==> src/rtl/e203_ifu_thrd_sched_pkg.sv <==
// -----------------------------------------------------------------------------
// e203_ifu_thrd_sched_pkg
// Shared definitions for the IFU hardware-thread scheduler and the IO-side
// arbiter: thread count, thread-ID width, default fetch quantum and the
// per-thread state encoding.
// -----------------------------------------------------------------------------
package e203_ifu_thrd_sched_pkg;

  localparam int E203_THRD_NUM     = 4;
  localparam int E203_THRD_TID_W   = 2;
  localparam int E203_THRD_QUANTUM = 4;

  // Quantum counter width; covers the largest supported quantum of 16.
  localparam int E203_THRD_QCNT_W  = 4;

  typedef enum logic [1:0] {
    THRD_IDLE     = 2'd0,
    THRD_RUN      = 2'd1,
    THRD_PARK_IN  = 2'd2,
    THRD_PARK_OUT = 2'd3
  } thrd_state_e;

  // True for either of the two waiting states.
  function automatic logic thrd_is_parked(input thrd_state_e s);
    return (s == THRD_PARK_IN) || (s == THRD_PARK_OUT);
  endfunction

endpackage

==> src/rtl/e203_ifu_thrd_rrpick.sv <==
// -----------------------------------------------------------------------------
// e203_ifu_thrd_rrpick
// Combinational round-robin finder: returns the first set bit of run_mask
// at or after index start, wrapping modulo THREADS.
//
// Ports:
//   run_mask  in   THREADS  candidate threads
//   start     in   TID_W    first index to examine
//   found     out  1        some bit of run_mask is set
//   tid       out  TID_W    index of the chosen thread (0 when !found)
// -----------------------------------------------------------------------------
module e203_ifu_thrd_rrpick
  import e203_ifu_thrd_sched_pkg::*;
#(
  parameter int THREADS = E203_THRD_NUM,
  parameter int TID_W   = E203_THRD_TID_W
) (
  input  logic [THREADS-1:0] run_mask,
  input  logic [TID_W-1:0]   start,
  output logic               found,
  output logic [TID_W-1:0]   tid
);

  logic [TID_W-1:0] idx_s;

  // Scan from the farthest candidate back to start so the nearest hit wins;
  // THREADS is a power of two, so the TID_W-bit add wraps naturally.
  always_comb begin
    found = 1'b0;
    tid   = {TID_W{1'b0}};
    idx_s = start;
    for (int k = THREADS - 1; k >= 0; k--) begin
      idx_s = start + TID_W'(k);
      found = run_mask[idx_s] ? 1'b1 : found;
      tid   = run_mask[idx_s] ? idx_s : tid;
    end
  end

endmodule

==> src/rtl/e203_ifu_thrd_sched.sv <==
// -----------------------------------------------------------------------------
// e203_ifu_thrd_sched
// Fetch-side hardware-thread scheduler. Each thread runs a small FSM
// (IDLE/RUN/PARK_IN/PARK_OUT); the scheduler presents one RUN thread to the
// IFU, rotating round-robin after QUANTUM accepted fetches, and skips any
// current thread that has left RUN with a single bubble cycle.
//
// Ports:
//   clk, rst          core clock, synchronous active-high reset
//   thr_enable        per-thread enable from CSR
//   sched_valid/ready fetch handshake for sched_tid
//   sched_tid         thread ID to fetch
//   dec_*             mini-decode result (TTIAT/TTOAT park requests)
//   io_in_done        per-thread input-completion pulse (wakes PARK_IN)
//   io_out_done       per-thread output-completion pulse (wakes PARK_OUT)
//   thr_run           thread in RUN
//   thr_parked        thread in PARK_IN or PARK_OUT
//   all_parked        some thread active and none in RUN
// -----------------------------------------------------------------------------
module e203_ifu_thrd_sched
  import e203_ifu_thrd_sched_pkg::*;
#(
  parameter int THREADS = E203_THRD_NUM,
  parameter int TID_W   = E203_THRD_TID_W,
  parameter int QUANTUM = E203_THRD_QUANTUM
) (
  input  logic               clk,
  input  logic               rst,
  input  logic [THREADS-1:0] thr_enable,
  output logic               sched_valid,
  input  logic               sched_ready,
  output logic [TID_W-1:0]   sched_tid,
  input  logic               dec_valid,
  input  logic [TID_W-1:0]   dec_tid,
  input  logic               dec_ttiat,
  input  logic               dec_ttoat,
  input  logic [THREADS-1:0] io_in_done,
  input  logic [THREADS-1:0] io_out_done,
  output logic [THREADS-1:0] thr_run,
  output logic [THREADS-1:0] thr_parked,
  output logic               all_parked
);

  localparam int QCNT_W = E203_THRD_QCNT_W;

  logic [THREADS-1:0] run_s;
  logic [THREADS-1:0] nxt_run_s;
  logic [THREADS-1:0] nxt_park_s;

  logic [TID_W-1:0]   cur_tid_r;
  logic [TID_W-1:0]   nxt_cur_tid_s;
  logic [QCNT_W-1:0]  qcnt_r;
  logic [QCNT_W-1:0]  nxt_qcnt_s;

  logic               sched_valid_r;
  logic [THREADS-1:0] thr_run_r;
  logic [THREADS-1:0] thr_parked_r;
  logic               all_parked_r;

  logic               cur_run_s;
  logic               accept_s;
  logic               pick_found_s;
  logic [TID_W-1:0]   pick_tid_s;

  // ---------------------------------------------------------------------------
  // Per-thread state machines
  // ---------------------------------------------------------------------------
  for (genvar i = 0; i < THREADS; i++) begin : g_thrd
    thrd_state_e state_r;
    thrd_state_e nxt_state_s;
    logic        dec_hit_s;

    // Decodes only matter for a thread currently in RUN (checked in the FSM).
    assign dec_hit_s = dec_valid & (dec_tid == TID_W'(i));

    // Next-state logic: disable wins; a park that meets its own completion
    // in the same cycle is consumed and the thread stays in RUN.
    always_comb begin
      nxt_state_s = state_r;
      if (!thr_enable[i]) begin
        nxt_state_s = THRD_IDLE;
      end else begin
        case (state_r)
          THRD_IDLE: nxt_state_s = THRD_RUN;
          THRD_RUN: begin
            if (dec_hit_s & dec_ttiat) begin
              nxt_state_s = io_in_done[i] ? THRD_RUN : THRD_PARK_IN;
            end else if (dec_hit_s & dec_ttoat) begin
              nxt_state_s = io_out_done[i] ? THRD_RUN : THRD_PARK_OUT;
            end else begin
              nxt_state_s = THRD_RUN;
            end
          end
          THRD_PARK_IN:  nxt_state_s = io_in_done[i]  ? THRD_RUN : THRD_PARK_IN;
          THRD_PARK_OUT: nxt_state_s = io_out_done[i] ? THRD_RUN : THRD_PARK_OUT;
          default:       nxt_state_s = THRD_IDLE;
        endcase
      end
    end

    // Thread state register.
    always_ff @(posedge clk) begin
      if (rst) begin
        state_r <= THRD_IDLE;
      end else begin
        state_r <= nxt_state_s;
      end
    end

    assign run_s[i]      = (state_r == THRD_RUN);
    assign nxt_run_s[i]  = (nxt_state_s == THRD_RUN);
    assign nxt_park_s[i] = thrd_is_parked(nxt_state_s);
  end

  // ---------------------------------------------------------------------------
  // Scheduler
  // ---------------------------------------------------------------------------
  assign cur_run_s = run_s[cur_tid_r];
  assign accept_s  = cur_run_s & sched_ready;

  // Search starts just past the current thread; the current thread itself is
  // the last candidate, so "no other RUN thread" naturally keeps cur_tid.
  e203_ifu_thrd_rrpick #(
    .THREADS (THREADS),
    .TID_W   (TID_W)
  ) u_rrpick (
    .run_mask (run_s),
    .start    (cur_tid_r + TID_W'(1)),
    .found    (pick_found_s),
    .tid      (pick_tid_s)
  );

  // Current-thread and quantum update: bubble skip, quantum rotation or hold.
  always_comb begin
    nxt_cur_tid_s = cur_tid_r;
    nxt_qcnt_s    = qcnt_r;
    if (!cur_run_s) begin
      nxt_qcnt_s    = {QCNT_W{1'b0}};
      nxt_cur_tid_s = pick_found_s ? pick_tid_s : cur_tid_r;
    end else if (accept_s) begin
      if (qcnt_r == QCNT_W'(QUANTUM - 1)) begin
        nxt_qcnt_s    = {QCNT_W{1'b0}};
        nxt_cur_tid_s = pick_found_s ? pick_tid_s : cur_tid_r;
      end else begin
        nxt_qcnt_s    = qcnt_r + QCNT_W'(1);
        nxt_cur_tid_s = cur_tid_r;
      end
    end else begin
      nxt_qcnt_s    = qcnt_r;
      nxt_cur_tid_s = cur_tid_r;
    end
  end

  // Scheduler registers; status outputs are registered from next-state values
  // so they line up exactly with the thread state registers.
  always_ff @(posedge clk) begin
    if (rst) begin
      cur_tid_r     <= {TID_W{1'b0}};
      qcnt_r        <= {QCNT_W{1'b0}};
      sched_valid_r <= 1'b0;
      thr_run_r     <= {THREADS{1'b0}};
      thr_parked_r  <= {THREADS{1'b0}};
      all_parked_r  <= 1'b0;
    end else begin
      cur_tid_r     <= nxt_cur_tid_s;
      qcnt_r        <= nxt_qcnt_s;
      sched_valid_r <= nxt_run_s[nxt_cur_tid_s];
      thr_run_r     <= nxt_run_s;
      thr_parked_r  <= nxt_park_s;
      all_parked_r  <= (|nxt_park_s) & ~(|nxt_run_s);
    end
  end

  assign sched_valid = sched_valid_r;
  assign sched_tid   = cur_tid_r;
  assign thr_run     = thr_run_r;
  assign thr_parked  = thr_parked_r;
  assign all_parked  = all_parked_r;

endmodule

==> config.mk <==
export PLATFORM = sky130hd
export DESIGN_NAME = e203_ifu_thrd_sched
export DESIGN_NICKNAME = d
export VERILOG_FILES = /design/src/rtl/e203_ifu_thrd_sched_pkg.sv /design/src/rtl/e203_ifu_thrd_rrpick.sv /design/src/rtl/e203_ifu_thrd_sched.sv
export SDC_FILE = /design/constraint.sdc
export NUM_CORES = 1
export LEC_CHECK = 0
export BUFFER_PORTS_ARGS = -buffer_cell sky130_fd_sc_hd__buf_2
export CORE_MARGIN = 5
export CORE_UTILIZATION = 55
export CTS_BUF_LIST = sky130_fd_sc_hd__clkbuf_8
export DETAILED_ROUTE_END_ITERATION = 7
export PLACE_DENSITY = 0.82
export SYNTH_ARGS = -nofsm -noshare
export SYNTH_HDL_FRONTEND = slang
export SYNTH_SLANG_ARGS = --single-unit
==> constraint.sdc <==
create_clock -name clk -period 2.7 [get_ports clk]
set_clock_uncertainty 0.05 [all_clocks]
set_input_delay 0.81 -clock clk [delete_from_list [all_inputs] [get_ports clk]]
set_output_delay 0.81 -clock clk [all_outputs]
set_load 0.005 [all_outputs]
After elaboration in Yosys (flattened, before gate mapping)
Index checks and enable logic that the tools add are counted.
{ "classes": {"addsub": 5, "magnitude_cmp": 6, "eq_ne": 28, "n_mux": 49, "bitwise_logic": 16, "n_reduce_logical": 12} }
{ "ops": {"columns": ["cell", "count"], "rows": [
  ["$mux W2", 28],
  ["$eq A2 B2 Y1 const B", 18],
  ["$pmux W2 S4", 4],
  ["$eq A2 B1 Y1 const B", 9],
  ["$lt A2 B3 Y1 const B", 6],
  ["$and A1 B1 Y1", 14],
  ["$bmux W1 S2", 6],
  ["$logic_not A2 Y1", 5],
  ["$mux W1", 10],
  ["$reduce_or A4 Y1", 2],
  ["$add A2 B1 Y2 const B", 2],
  ["$add A2 B2 Y2 const B", 2],
  ["$add A4 B1 Y4 const B", 1],
  ["$eq A4 B2 Y1 const B", 1],
  ["$logic_or A1 B1 Y1", 4],
  ["$mux W4", 1],
  ["$not A1 Y1", 2],
  ["$reduce_or A2 Y1", 1]
]} }
{ "word_totals": {"ff_bits": 24, "inputBits": 20, "output_inout_bits": 12, "wordCells": 126} }

Logic depth before layout (Yosys ltp)
{ "depth": {"depth_word": 14, "mapped_depth": 7, "ltp_nobuf": 7} }

Modules after synthesis
Synthesis repeated with hierarchy kept, for this count alone.
{ "hier_totals": {"hier_cells": 149, "area_unflattened_um2": 1292.5} }
{ "by_module_without_submodules": {"columns": ["mod", "n_inst", "cells_each", "area_per_inst_um2", "seq_area_each_um2"], "rows": [
  ["e203_ifu_thrd_sched", 1, 136, 1214.9, 480.5],
  ["e203_ifu_thrd_rrpick", 1, 13, 77.6, 0.0]
]} }

Worst setup path before layout
Ideal clock, no wire load.
{ "synth_timing": {"kind": "input port to flip-flop", "start": "input dec_valid", "end": "register sched_valid_r (netlist: sched_valid)", "setup_ps": 127, "arrival_ps": 1983, "required_time_ps": 2523, "setup_slack_ps": 541, "stages": 6, "path_buffers": 0, "cell_sequence": "nor2b_1 nand4b_1 and4_1 or3_1 o211ai_1 mux2i_1"} }
{ "synth_via": {"elab_chain_len": 9, "word_cells_on_any_way": 34, "classes_between": "eq/ne: 4; mux: 18; bitwise: 12"} }
{ "synth_rtl": {"columns": ["item", "line_no", "rtl"], "rows": [
  ["from (decl)", "e203_ifu_thrd_sched.sv:33", "input logic dec_valid,"],
  ["$and A1 B1 Y1", "e203_ifu_thrd_sched.sv:74", "assign dec_hit_s = dec_valid & (dec_tid == TID_W'(i));"],
  ["$and A1 B1 Y1", "e203_ifu_thrd_sched.sv:88", "end else if (dec_hit_s & dec_ttoat) begin"],
  ["$mux W2", "e203_ifu_thrd_sched.sv:88", null],
  ["$mux W2", "e203_ifu_thrd_sched.sv:86", "if (dec_hit_s & dec_ttiat) begin"],
  ["$pmux W2 S4", "e203_ifu_thrd_sched.sv:83", "case (state_r)"],
  ["$mux W2", "e203_ifu_thrd_sched.sv:80", "if (!thr_enable[i]) begin"],
  ["$eq A2 B1 Y1", "e203_ifu_thrd_sched.sv:111", "assign nxt_run_s[i] = (nxt_state_s == THRD_RUN);"],
  ["$bmux W1 S2 (*)", "e203_ifu_thrd_sched.sv:167", "sched_valid_r <= nxt_run_s[nxt_cur_tid_s];"],
  ["$mux W1 (implied by the code) (*)", "e203_ifu_thrd_sched.sv:167", null],
  ["to (signal assigned)", "e203_ifu_thrd_sched.sv:167", null],
  ["to (decl)", "e203_ifu_thrd_sched.sv:55", "logic sched_valid_r;"]
]} }
Mark *: on every way between the ends. The rest lies on a longest branch, timed or not. The select of a mux whose other input is x is not followed.
A chain may end at the register's enable or synchronous reset.

Worst setup path in the final report
{ "layout_timing": {"start": "register cur_tid_r[1] (netlist: sched_tid[1])", "end": "register sched_valid_r (netlist: sched_valid)"} }
{ "layout_via": {"elab_chain_len": 14, "word_cells_on_any_way": 29, "classes_between": "add/sub: 4; mux: 24; bitwise: 1"} }
{ "layout_rtl": {"columns": ["item", "line_no", "rtl"], "rows": [
  ["from (decl)", "e203_ifu_thrd_sched.sv:50", "logic [TID_W-1:0] cur_tid_r;"],
  ["from (signal assigned)", "e203_ifu_thrd_sched.sv:158", "cur_tid_r <= {TID_W{1'b0}};"],
  ["from (signal assigned)", "e203_ifu_thrd_sched.sv:165", "cur_tid_r <= nxt_cur_tid_s;"],
  ["$add A2 B1 Y2", "e203_ifu_thrd_sched.sv:128", ".start (cur_tid_r + TID_W'(1)),"],
  ["$add A2 B2 Y2", "e203_ifu_thrd_rrpick.sv:33", "idx_s = start + TID_W'(k);"],
  ["$bmux W1 S2", "e203_ifu_thrd_rrpick.sv:34, e203_ifu_thrd_rrpick.sv:35", null],
  ["$mux W1 (implied by the code)", "e203_ifu_thrd_rrpick.sv:34, e203_ifu_thrd_rrpick.sv:35", null],
  ["$mux W2 / $mux W1 (equally long branches) (4 in a row)", "e203_ifu_thrd_rrpick.sv:35, e203_ifu_thrd_rrpick.sv:34", null],
  ["$mux W2", "e203_ifu_thrd_sched.sv:139, e203_ifu_thrd_sched.sv:143", null],
  ["$mux W2", "e203_ifu_thrd_sched.sv:141", "if (qcnt_r == QCNT_W'(QUANTUM - 1)) begin"],
  ["$mux W2", "e203_ifu_thrd_sched.sv:140", "end else if (accept_s) begin"],
  ["$mux W2 (*)", "e203_ifu_thrd_sched.sv:137", "if (!cur_run_s) begin"],
  ["$bmux W1 S2 (*)", "e203_ifu_thrd_sched.sv:167", null],
  ["$mux W1 (implied by the code) (*)", "e203_ifu_thrd_sched.sv:167", null]
]} }
Marks and branches as above.

==> qor.yml <==
synth.distinct_cells: 46
place_area_sq_um: 1500
num_rows: 17
vias: 1319
cts_tree: "yes"
clk_pin_slew_ns: 0.09
hp-class: "reg2reg"
hold_ws_ns: 0.470
relSlewSlack: 0.551
yosys.area.top_type: "dfxtp_1"
p_per_area_nw_per_um2: 538
cp-start-kind: "flip-flop"
ant_nets: 0
synth_warnings: 0
worstRegToRegCells: 6
io_buffers: 31
cts_buffers: 3
finalWorstSetupSlack_ns: 0.364
antenna_found_initial: 0
rsz0062_at_grt: "no"
synth_ff_type: "dfxtp_1"
ys_ff_latch: 24
slew_viol_final: 0
grt_max_degree: 15
die_y_um: 59.0
remaining_drc_errors: 0
seq_area_frac_synth: 0.363
io-pin-count: 32
final_area_sq_um: 1570
cts_max_level: 1
grt_pass1_vias: 1322
track_usage: 0.221
fp.dieW_um: 59.0
grt-ovfl-total: 0
finalHoldViolations: 0
p_int_uw: 631
tightest_slew_ns: 0.671
drt-wirelength-per-cell_um: 17.2
cp.arrival_ns: 2.44
insertedDiodeCount: 0
nNetsFinal: 204
path_class: "reg2reg"
pwr-share-clk: 0.373
fmax_mhz: 428
power.switching_uw: 212
static-leakage-power_nw: 0.649
drive_above_1_share: 0.220
p_comb_frac: 0.163
gp_congestion: 0.917
synth-edff-count: 0
dr.pass1.iters: 5
final.setup.tns_ns: 0
period_needed_ns: 2.34
cts_sinks: 24
die_area_sq_um: 3490
drt_wl_total_mm: 3.61
hold_depth: 2
clock_path_buffers: 2
postSynthCellCount: 149
start_util: 0.587
synth.avg_cell_area_sq_um: 8.88
synth_nets: 170
switching_share: 0.252
design.core.area_sq_um: 2250
synth_top_area_frac: 0.363
clock_latency_ns: 0.27
grt_pass1_wl_mm: 5.96
nFillCells: 203
cp-end-kind: "flip-flop"
path_max_fanout: 12
synth_async_sr_flop_share: 0
synthTopCellsByArea: "dfxtp_1 (36%), nor3b_1 (6.2%), nor2_1 (4.8%)"
cts_hold_buffers: 0
vdd_drop_max_uv: 384
finalSetupViolations: 0
outcome: "completed"
root_buffer: "clkbuf_8"
cts_resized: 0
fin_crit_sh: 0.865
area_growth_pct: 18.6
p_seq_frac: 0.463
syn_area_sq_um: 1320
hpwlAfterDp_mm: 2.69
critPathRequiredTime_ns: 2.80
finalPower_uw: 844
cts_setup_buffers: 0
viasPerCell: 6.28
drv_cap: 0
initialDrtViolationCount: 76
dp_worst_setup_slack_ns: 0.199
==> flip-flops by register name, summed over array words and instances (netlist names) <==
signal          count
all_parked          1
g_thrd.state_r      8
sched_valid         1
thr_parked          4
thr_run             4
qcnt_r              4
sched_tid           2
==> area by class of cell <==
cell class                      count  area [sq um]  share of cell area
Timing Repair Buffer               32           163               0.104
Sequential cell                    24           480               0.306
Multi-Input combinational cell    118           805               0.513
Inverter                            4          15.0             0.00957
Tap cell                           28          35.0              0.0223
Clock inverter                      1          30.0              0.0191
Clock buffer                        3          41.3              0.0263
==> Yosys cell counts, types with 2 or more instances <==
library cell  instances
nor3b_1              11
nand3b_1              3
inv_1                 4
xor2_1                2
mux2i_1               4
nand4_1               3
a41oi_1               2
nor2_1               17
nand2_1               6
nand4b_1              2
and2b_1               2
nor3_1                2
o21ai_0               3
o211ai_1              2
nand3_1               5
and3_1                2
o22ai_1               2
o31ai_1               2
dfxtp_1              24
nand2b_1              8
o2111ai_1             3
a31oi_1               5
nor2b_1               7
a21oi_1               6
==> worst max-delay path, stage by stage (launching register included) <==
cell      delay, ns
dfxtp_1        0.61
and4bb_4       0.29
o41ai_4        0.52
o31ai_1        0.16
or3_1          0.39
o211ai_1       0.10
mux2i_1        0.10
==> power groups by stage <==
| stage | sequential [mW] | combinational [mW] | clock, mW |
|---|---|---|---|
| final | 0.391 | 0.138 | 0.315 |
| after global routing | 0.393 | 0.151 | 0.337 |
| after CTS | 0.390 | 0.137 | 0.317 |
| after detailed placement | 0.398 | 0.135 | 0 |
| after global placement | 0.396 | 0.129 | 0 |
| after floorplan | 0.388 | 0.0946 | 0 |
==> worst paths after layout <==
check	start	end	slack, ns
max	sched_tid[1]$_SDFF_PP0_	sched_valid$_SDFF_PP0_	0.36
min	qcnt_r[3]$_SDFFE_PP0P_	qcnt_r[3]$_SDFFE_PP0P_	0.47
max reg2reg	sched_tid[1]$_SDFF_PP0_	sched_valid$_SDFF_PP0_	0.36
min reg2reg	qcnt_r[3]$_SDFFE_PP0P_	qcnt_r[3]$_SDFFE_PP0P_	0.47
==> cell usage in the layout (no fill, tap or decap), types with 4 or more instances in the layout <==
master,synthesis,layout
nand3_1,5,5
inv_1,4,4
nor3b_1,11,11
a21oi_1,6,6
buf_2,0,31
nand2_1,6,6
dfxtp_1,24,24
mux2i_1,4,4
nor2b_1,7,7
nand2b_1,8,8
nor2_1,17,17
a31oi_1,5,5
==> logic make-up after synthesis <==
kind of cell,synth area share
mux,0.0303
buf+inv,0.0284
flops,0.363
xor+xnor,0.0199
fa+ha+maj,0.00946
simple gates,0.374
compound gates,0.175
==> per-stage QoR <==
step / instances / util
2_1_floorplan: 149 / -
3_3_place_gp: 206 / 0.664
3_5_place_dp: 206 / 0.664
4_1_cts: 210 / 0.696
5_1_grt: 210 / 0.696
6_report: 210 / 0.696
==> metal layers <==
layer / up-vias / wire (um) / global-route usage / share of wire
met5: - / 0 / 0 / 0
met4: 0 / 58 / 0.0939 / 0.016
met3: 12 / 242 / 0.0458 / 0.067
met2: 73 / 1870 / 0.397 / 0.52
met1: 608 / 1440 / 0.249 / 0.40
li1: 626 / - / - / -
Note: power is estimated with default switching activity, not from simulation.
